[src/rtl/control_unit_fft_iter_cfg_pkg.sv]
// Shared definitions for the iterative radix-2 FFT control unit:
// state encoding, read-latency limit and the butterflies-per-layer helper.
package control_unit_fft_iter_cfg_pkg;

    typedef enum logic [2:0] {
        ST_IDLE  = 3'd0,
        ST_READ  = 3'd1,
        ST_DELAY = 3'd2,
        ST_STROB = 3'd3,
        ST_WRITE = 3'd4,
        ST_FIN   = 3'd5
    } state_t;

    localparam int unsigned RD_LAT_MAX = 7;
    localparam int unsigned DLY_W      = $clog2(RD_LAT_MAX + 1);

    // Butterflies per layer for a 2^l point radix-2 transform (0 when l is 0).
    function automatic int unsigned butt_per_layer(input int unsigned l);
        if (l == 32'd0) begin
            return 32'd0;
        end
        return 32'd1 << (l - 32'd1);
    endfunction

endpackage

[src/rtl/fft_iter_idx_cnt.sv]
// Butterfly / layer index counter: butterfly index wraps at B-1 and then
// advances the layer index.
module fft_iter_idx_cnt
    import control_unit_fft_iter_cfg_pkg::*;
#(
    parameter int unsigned LayWL  = 3,
    parameter int unsigned ButtWL = 4
) (
    input  logic              CLK,
    input  logic              RST,
    input  logic              clear,
    input  logic              step,
    input  logic [ButtWL:0]   B,
    input  logic [LayWL-1:0]  L,
    output logic [ButtWL-1:0] BUT_CNT,
    output logic [LayWL-1:0]  LAY_CNT,
    output logic              last_butt,
    output logic              last_lay
);

    localparam int unsigned BW = ButtWL + 1;

    logic [ButtWL-1:0] but_q;
    logic [LayWL-1:0]  lay_q;

    always_ff @(posedge CLK) begin
        if (!RST) begin
            but_q <= '0;
            lay_q <= '0;
        end else if (clear) begin
            but_q <= '0;
            lay_q <= '0;
        end else if (step) begin
            if (last_butt) begin
                but_q <= '0;
                lay_q <= lay_q + LayWL'(1);
            end else begin
                but_q <= but_q + ButtWL'(1);
            end
        end
    end

    // Compare in B's width so B=2^ButtWL never truncates.
    assign last_butt = ({1'b0, but_q} == (B - BW'(1)));
    assign last_lay  = (lay_q == (L - LayWL'(1)));

    assign BUT_CNT = but_q;
    assign LAY_CNT = lay_q;

endmodule

[src/rtl/control_unit_fft_iter_cfg.sv]
// Control unit sequencing an in-place iterative radix-2 FFT of run-time
// selectable size: READ, optional read-latency DELAY, STROB, WRITE per butterfly.
module control_unit_fft_iter_cfg
    import control_unit_fft_iter_cfg_pkg::*;
#(
    parameter int unsigned LOG2N_MAX = 5,
    parameter int unsigned LayWL     = 3,
    parameter int unsigned ButtWL    = 4,
    parameter int unsigned RD_LAT    = 1
) (
    input  logic              CLK,
    input  logic              RST,
    input  logic              EN,
    input  logic              START,
    input  logic [LayWL-1:0]  CFG_LOG2N,
    output logic              BUT_STROB,
    output logic              LAY_EN,
    output logic              ADDR_EN,
    output logic              RAM_EN,
    output logic              Wr,
    output logic              FIRST,
    output logic              LAST,
    output logic              BUSY,
    output logic              DONE,
    output logic              ERR,
    output logic [ButtWL-1:0] BUT_CNT,
    output logic [LayWL-1:0]  LAY_CNT
);

    localparam int unsigned BW = ButtWL + 1;

    state_t             state_q, state_n;
    logic [LayWL-1:0]   l_q, l_n;
    logic [BW-1:0]      b_q, b_n;
    logic [DLY_W-1:0]   dly_q, dly_n;
    logic               err_q, err_n;
    logic               cnt_clear, cnt_step;
    logic               last_butt, last_lay;
    logic               cfg_valid;

    assign cfg_valid = (CFG_LOG2N != '0) && (32'(CFG_LOG2N) <= LOG2N_MAX);

    // State and configuration registers; EN low freezes everything but reset.
    always_ff @(posedge CLK) begin
        if (!RST) begin
            state_q <= ST_IDLE;
            l_q     <= '0;
            b_q     <= '0;
            dly_q   <= '0;
            err_q   <= 1'b0;
        end else if (EN) begin
            state_q <= state_n;
            l_q     <= l_n;
            b_q     <= b_n;
            dly_q   <= dly_n;
            err_q   <= err_n;
        end
    end

    // Next-state logic.
    always_comb begin
        state_n   = state_q;
        l_n       = l_q;
        b_n       = b_q;
        dly_n     = dly_q;
        err_n     = 1'b0;
        cnt_clear = 1'b0;
        cnt_step  = 1'b0;
        case (state_q)
            ST_IDLE: begin
                if (START) begin
                    if (cfg_valid) begin
                        state_n   = ST_READ;
                        l_n       = CFG_LOG2N;
                        b_n       = BW'(butt_per_layer(32'(CFG_LOG2N)));
                        cnt_clear = 1'b1;
                    end else begin
                        err_n = 1'b1;
                    end
                end
            end
            ST_READ: begin
                dly_n   = '0;
                state_n = (RD_LAT == 32'd0) ? ST_STROB : ST_DELAY;
            end
            ST_DELAY: begin
                if (32'(dly_q) == (RD_LAT - 32'd1)) begin
                    state_n = ST_STROB;
                end else begin
                    dly_n = dly_q + DLY_W'(1);
                end
            end
            ST_STROB: begin
                state_n = ST_WRITE;
            end
            ST_WRITE: begin
                cnt_step = 1'b1;
                state_n  = (last_butt && last_lay) ? ST_FIN : ST_READ;
            end
            ST_FIN: begin
                state_n = ST_IDLE;
            end
            default: begin
                state_n = ST_IDLE;
            end
        endcase
    end

    fft_iter_idx_cnt #(
        .LayWL (LayWL),
        .ButtWL(ButtWL)
    ) u_idx_cnt (
        .CLK      (CLK),
        .RST      (RST),
        .clear    (cnt_clear & EN),
        .step     (cnt_step & EN),
        .B        (b_q),
        .L        (l_q),
        .BUT_CNT  (BUT_CNT),
        .LAY_CNT  (LAY_CNT),
        .last_butt(last_butt),
        .last_lay (last_lay)
    );

    // Strobes are decoded from registered state and masked while EN is low.
    assign BUSY      = (state_q != ST_IDLE);
    assign RAM_EN    = EN & ((state_q == ST_READ) | (state_q == ST_WRITE));
    assign BUT_STROB = EN & (state_q == ST_STROB);
    assign Wr        = EN & (state_q == ST_WRITE);
    assign ADDR_EN   = EN & (state_q == ST_WRITE);
    assign LAY_EN    = EN & (state_q == ST_WRITE) & last_butt & ~last_lay;
    assign DONE      = EN & (state_q == ST_FIN);
    assign ERR       = EN & err_q;
    assign FIRST     = BUSY & (LAY_CNT == '0);
    assign LAST      = BUSY & last_lay;

endmodule

[config.mk]
export PLATFORM = sky130hd
export DESIGN_NAME = control_unit_fft_iter_cfg
export DESIGN_NICKNAME = d
export VERILOG_FILES = /design/src/rtl/control_unit_fft_iter_cfg_pkg.sv /design/src/rtl/fft_iter_idx_cnt.sv /design/src/rtl/control_unit_fft_iter_cfg.sv
export SDC_FILE = /design/constraint.sdc
export NUM_CORES = 1
export LEC_CHECK = 0
export ABC_AREA = 1
export CORE_MARGIN = 3
export CORE_UTILIZATION = 41
export CTS_BUF_LIST = sky130_fd_sc_hd__clkbuf_8
export DETAILED_ROUTE_END_ITERATION = 12
export GPL_ROUTABILITY_DRIVEN = 0
export HOLD_SLACK_MARGIN = 0.15
export PLACE_DENSITY = 0.65
export SYNTH_ARGS = -nofsm -noshare
export SYNTH_HDL_FRONTEND = slang
export SYNTH_SLANG_ARGS = --single-unit
[constraint.sdc]
create_clock -name CLK -period 2 [get_ports CLK]
set_input_delay 0.4 -clock CLK [delete_from_list [all_inputs] [get_ports CLK]]
set_output_delay 0.4 -clock CLK [all_outputs]
set_load 0.005 [all_outputs]
[Word level (Yosys, flattened, before mapping)]
Index checks and enable logic that the tools add are counted.
Storage, ports and cells
  word-level logic and storage cells: 74
  register bits: 22
Cells by class
  shift operators: 1
  add/sub/neg operators: 6
  order comparisons: 1
  reduce and logical (&&, ||, !) cells: 14
  multiplexer cells: 20
  bitwise gates (word level): 14
  equal/unequal tests: 11
Operators by type and width (count)
  << shifter 1 x 32 -> 5 bit (first input constant): 1
  two-way mux 3 bit: 5
  one-hot mux 3 bit (5 select lines): 1
  zero test 3 bit: 4
  AND 1 bit: 11
  two-way mux 1 bit: 11
  inequality test 2 bit (second input constant): 4
  AND reduction 4 bit: 2
  adder 3 x 1 -> 3 bit (second input constant): 2
  equality test 3 x 2 -> 1 bit (second input constant): 2
  equality test 3 bit (second input constant): 2
  one-hot mux 3 bit (2 select lines): 1
  nonzero test 3 bit: 2
  equality test 4 x 5 -> 1 bit: 1
  two-way mux 5 bit: 1
  subtractor 5 x 1 -> 5 bit (second input constant): 1
  adder 4 x 1 -> 4 bit (second input constant): 1
  two-way mux 4 bit: 1
  subtractor 3 x 1 -> 4 bit (second input constant): 1
  equality test 3 x 1 -> 1 bit (second input constant): 1
  equality test 3 bit: 1
  <= comparator 3 bit (second input constant): 1
  AND reduction 3 bit: 1
  subtractor 3 x 1 -> 3 bit (second input constant): 1
  6 further kinds: 8

[Longest topological paths before layout]
  depth in word-level cells: 7
  depth in mapped cells: 12

[By module]
From an unflattened synthesis, not the netlist that was laid out.
Second synthesis, totals
  cell total of the unflattened synthesis: 242
  area, all modules: 1591.5 um2
Modules (own cells, without submodules)
  control_unit_fft_iter_cfg: area an instance 977.2 um2, cells each 145, times used 1, seq. area each 300.3 um2
  fft_iter_idx_cnt: area an instance 614.3 um2, cells each 97, times used 1, seq. area each 140.1 um2

[Worst setup path before layout]
No wires, ideal clock.
  path kind: register -> output
  start point: register b_q[0]
  end point: output port LAY_EN
  slack: 0.262 ns
  cell stages (with the launch flop): 10
  arrival: 1.338 ns
  path through: dfxtp_1 -> inv_2 -> ha_1 -> inv_1 -> nand2_1 -> nand3_1 -> nand2_1 -> nor2_1 -> nand3_2 -> a21oi_1
Between the ends
  word-level cells in the longest chain between the ends: 4
Ends and longest elaborated chain
  start: declaration: line control_unit_fft_iter_cfg.sv:34  | logic [BW-1:0] b_q, b_n;
  start signal: assignment: line control_unit_fft_iter_cfg.sv:54  | b_q <= b_n;
  subtractor 5 x 1 -> 5 bit: line fft_iter_idx_cnt.sv:44  | assign last_butt = ({1'b0, but_q} == (B - BW'(1)));
  equality test 4 x 5 -> 1 bit: line fft_iter_idx_cnt.sv:44
  AND 1 bit (2 in a row): line control_unit_fft_iter_cfg.sv:131  | assign LAY_EN = EN & (state_q == ST_WRITE) & last_butt & ~last_lay;
  end: declaration: line control_unit_fft_iter_cfg.sv:17  | output logic LAY_EN,
No other way between the ends.

[Worst setup path in the final report]
Ends and elaborated chain as after synthesis.

==> results.md <==
Clock tree:
- In this run the number of H-tree levels came out at 1.
- Clock-pin slew was measured on the worst setup and hold paths at ~0.080 ns.
- The clock tree from TritonCTS is built.
- The number of hold buffers added after CTS was 0.
- The insertion delay to the later sink of the worst-skew pair is 0.27 ns.
- The total CTS buffers is 3.
- Clock tree synthesis selected as its root buffer the cell sky130_fd_sc_hd__clkbuf_8.
- The number of clock sinks seen by CTS is 22.
- The number of buffers between clock root and the deepest sink is 2.

Layout:
- Cells with a size suffix above 1 make up 27.57% of the layout.
- The net count of the finished layout is 290.
- The final core area utilization is 61.13%.
- The number of filler instances in the final layout is 319.
- Leaving out fill and tap cells, the most frequent cells in the layout are sky130_fd_sc_hd__nand2_1, sky130_fd_sc_hd__buf_4, sky130_fd_sc_hd__inv_1.
- The commonest non-fill, non-tap cell in the layout is sky130_fd_sc_hd__nand2_1.
- The layout overhead on the synthesized area is 40.70%.
- 0 antenna diodes ended up in the layout.

Yosys:
- The distinct cell type count of the synthesized netlist is 26.
- Sequential cells were found to cover 29.91% of the synthesized design area.
- The number of nets in the synthesized netlist is 234.
- Synthesis produced a netlist whose cell count is 217.
- The flip-flop and latch count after synthesis is 22.
- Yosys printed 0 warnings.
- The post-synthesis cell area is around 1500 um^2.
- In this run the mean area of a mapped cell was 6.786 um^2.

Outcome:
- The checks that failed: setup timing.
- The flow ran to the end, but the final reports show violations.

Route:
- The detail route stage leaves a number of antenna-violating nets equal to 0.
- After detailed routing, the average wire length per cell comes to 11.15 um.
- The first-pass iteration count of the detailed router is 4.
- The vias per cell is 4.667.
- The number of remaining DRC errors is 0.
- For this block, the via count after detailed routing is 1484.
- The first routing iteration left 57 violations.
- For this block, the routed nets add up to 3545 um of wire.

Global routing:
- The wire length of the first global-routing pass is 5906 um.
- The residual overflow from global routing is 0.
- The initial antenna violation count is 0.
- The number of global-route vias before repair is between 1000 and 1500.
- The maximum number of pins on one net before global-route repair is 13.
- The global-route usage over all layers is 17.61%.

Pwr:
- The internal portion of the total power is 791.4 uW.
- The clock network is responsible for between 20 and 30% of the overall power.
- The analysis attributes to cell leakage a power of a little over 0.001 uW.
- The combinational share of power is 29.2%.
- For this design the total switching power over the nets is ~340 uW.
- The power share of the sequential group is 42.3%.
- The power density over the cells is 546.6 nW/um^2.
- IR analysis of the VDD net gives a maximum drop of 0.0003310 V.
- Net switching is approximately 30% of the power.

Placed design:
- The total half-perimeter wirelength after legalization and detailed placement is 2727 um.
- The count of buffers added on input and output ports is 23.

Floorplan:
- The total I/O pin count is 24.
- The die covers 4347 um^2.
- Once the floorplan was initialized, standard cells occupied between 40% and 50% of the core.
- The vertical die dimension is 65.93 um.
- The floorplan row count is 21.
- The core area is 3390 um^2.
- The die is 65.93 um wide.

Timing:
- In this run the tightest slew margin relative to its limit is 80.13%.
- Setup violations remaining at the end of the flow were counted as 1.
- The count of final max-slew check failures was 0.
- Based on the critical path, the design can be clocked at up to 0.4760 GHz.
- The minimum clock period after layout is 2.101 ns.
- The final cycle utilization of the critical path is 105.0%.
- The final critical-path setup slack is -0.1008 ns.
- Setup repair after global routing could not meet its margin everywhere.
- The number of endpoints with negative hold slack in the final report was 0.
- The final total negative setup slack is -0.1008 ns.
- The slew at the pin closest to its max-slew limit is approximately 0.30 ns.
- The clock skew is 0.009605 ns.

Critical path:
- The maximum single-stage delay on the critical path is 0.34 ns.
- The top cell family by delay on the critical path is simple AND/OR/NAND/NOR gates.
- The data required time at the worst endpoint is roughly 1.6 ns.
- In this run the worst path has a maximum fanout of 2.
- Counting both buffers and inverters, the worst setup path holds a total of 3.
- For this design, the slowest cell found on the critical path is sky130_fd_sc_hd__dfxtp_2.
- The nature of the critical path endpoint is an output port.
- The critical path crosses 11 cells after its start point.
- Traced cell by cell, the critical path runs through inv_2, ha_4, inv_2, nand2_1, nand2_1, nor2_1, nand2_1, nor2_4, nand3_2, a21oi_2, buf_2.
- The depth of the most critical reg-to-reg path is 12.
- The data arrival time of the critical path is 1.70 ns.
- The worst setup path is launched from a flop.
- The critical path is of the reg -> out type.
- By instance count, the cell type seen most on the critical path is sky130_fd_sc_hd__nand2_1.

Hold path:
- Counting instances, the worst hold path has a depth of 2.
- The class of the tightest hold or removal check is reg -> reg.

Flow run:
- Across the run, the number of max-cap violations was 0.
==> worst reg2reg max path, stage by stage (launching register included) <==
cell                      delay (ns)
sky130_fd_sc_hd__dfxtp_2        0.34
sky130_fd_sc_hd__inv_2          0.05
sky130_fd_sc_hd__ha_4           0.26
sky130_fd_sc_hd__inv_2          0.03
sky130_fd_sc_hd__nand2_1        0.04
sky130_fd_sc_hd__nand2_1        0.05
sky130_fd_sc_hd__nor2_1         0.09
sky130_fd_sc_hd__nand2_1        0.09
sky130_fd_sc_hd__nor2_4         0.12
sky130_fd_sc_hd__nand3_2        0.10
sky130_fd_sc_hd__buf_4          0.17
sky130_fd_sc_hd__nand2_2        0.12
sky130_fd_sc_hd__nor2_1         0.05
==> repair_timing <==
| action | CTS | global route |
|---|---|---|
| endpoints found under the setup margin | 9 | 5 |
| pin swaps | 4 | 13 |
| buffers inserted | 1 | 3 |
| gates resized for setup | 18 | 10 |
==> cells by family (layout without fill, tap and decap cells) <==
group,after synthesis,in the layout,share of synthesized area [%]
flops,22,22,29.91
xor+xnor,5,5,2.974
buf+inv,36,91,9.856
compound gates,32,32,12.40
simple gates,112,112,36.36
fa+ha+maj,10,10,8.496
==> synth_stat cells <==
library cell	number	share of area, %
sky130_fd_sc_hd__nor4_1	1	0.43
sky130_fd_sc_hd__o21ai_2	1	0.59
sky130_fd_sc_hd__a21oi_2	5	3.0
sky130_fd_sc_hd__a21oi_1	10	3.4
sky130_fd_sc_hd__nor3b_1	1	0.51
sky130_fd_sc_hd__nor2_1	20	5.1
sky130_fd_sc_hd__xnor2_1	2	1.2
sky130_fd_sc_hd__nor3_1	3	1.0
sky130_fd_sc_hd__nand2_4	2	1.5
sky130_fd_sc_hd__inv_2	10	2.5
sky130_fd_sc_hd__nor2_8	1	1.4
sky130_fd_sc_hd__ha_1	10	8.5
sky130_fd_sc_hd__o21ai_1	11	3.7
sky130_fd_sc_hd__inv_4	1	0.43
sky130_fd_sc_hd__nand4_1	5	2.1
sky130_fd_sc_hd__inv_1	23	5.9
sky130_fd_sc_hd__nand3b_1	2	1.0
sky130_fd_sc_hd__nand3_1	9	3.1
sky130_fd_sc_hd__buf_4	2	1.0
sky130_fd_sc_hd__dfxtp_1	22	30
sky130_fd_sc_hd__nand2_2	3	1.3
sky130_fd_sc_hd__nor2_4	3	2.3
sky130_fd_sc_hd__o21ai_0	5	1.7
sky130_fd_sc_hd__xor2_1	3	1.8
sky130_fd_sc_hd__nand3_2	2	1.4
sky130_fd_sc_hd__nand2_1	60	15
==> per-stage QoR <==
| stage | cells | hold slack (ns) | worst slack (ns) | power (uW) | cell area, um^2 |
|---|---|---|---|---|---|
| after floorplan | 217 | 0.4325 | 0.2623 | 661.5 | 1473 |
| after global placement | 310 | 0.4580 | -0.2336 | 782.8 | 1941 |
| after detailed placement | 310 | 0.4604 | -0.2168 | 786.7 | 1941 |
| after CTS | 315 | 0.4742 | -0.1565 | 1134 | 2019 |
| after global routing | 318 | 0.4854 | -0.2216 | 1195 | 2072 |
| final | 318 | 0.4689 | -0.1008 | 1133 | 2072 |
==> layout make-up <==
| type | instances | area (um^2) | area share (%) |
|---|---|---|---|
| inverter | 34 | 130.1 | 6.280 |
| timing repair buffer | 53 | 460.4 | 22.22 |
| clock buffer | 4 | 55.05 | 2.657 |
| multi-input combinational | 159 | 915.9 | 44.20 |
| tap | 46 | 57.56 | 2.778 |
| sequential | 22 | 452.9 | 21.86 |
==> sequential cells by signal, indices dropped and copies added, names as in the netlist <==
| name | flops |
|---|---|
| b_q | 5 |
| u_idx_cnt.BUT_CNT | 4 |
| dly_q | 3 |
| l_q | 3 |
| state_q | 3 |
| u_idx_cnt.LAY_CNT | 3 |
| err_q | 1 |
==> power groups by stage <==
stage	combinational, uW	clock, uW	sequential [uW]
4_1_cts	322	334	478
2_1_floorplan	178	0	484
6_report	331	323	479
5_1_grt	363	350	482
3_3_place_gp	297	0	486
3_5_place_dp	301	0	485
==> metal layers <==
layer  track usage (%)  vias to the layer above  share of wire (%)
met5                 0                        -                  0
met4             3.046                        0               0.73
met3             3.741                        4                3.0
met2             29.04                       20                 46
met1             23.86                      656                 50
li1                  -                      804                  -
==> worst paths after layout <==
| kind | start | to | slack, ns |
|---|---|---|---|
| max | b_q[0]$_SDFFE_PN0P_ | LAY_EN | -0.10 |
| min | err_q$_SDFFE_PN0P_ | err_q$_SDFFE_PN0P_ | 0.47 |
| max reg2reg | b_q[0]$_SDFFE_PN0P_ | u_idx_cnt.BUT_CNT[1]$_SDFFE_PP0P_ | 0.37 |
| min reg2reg | err_q$_SDFFE_PN0P_ | err_q$_SDFFE_PN0P_ | 0.47 |
Note: power is estimated with default switching activity, not from simulation.
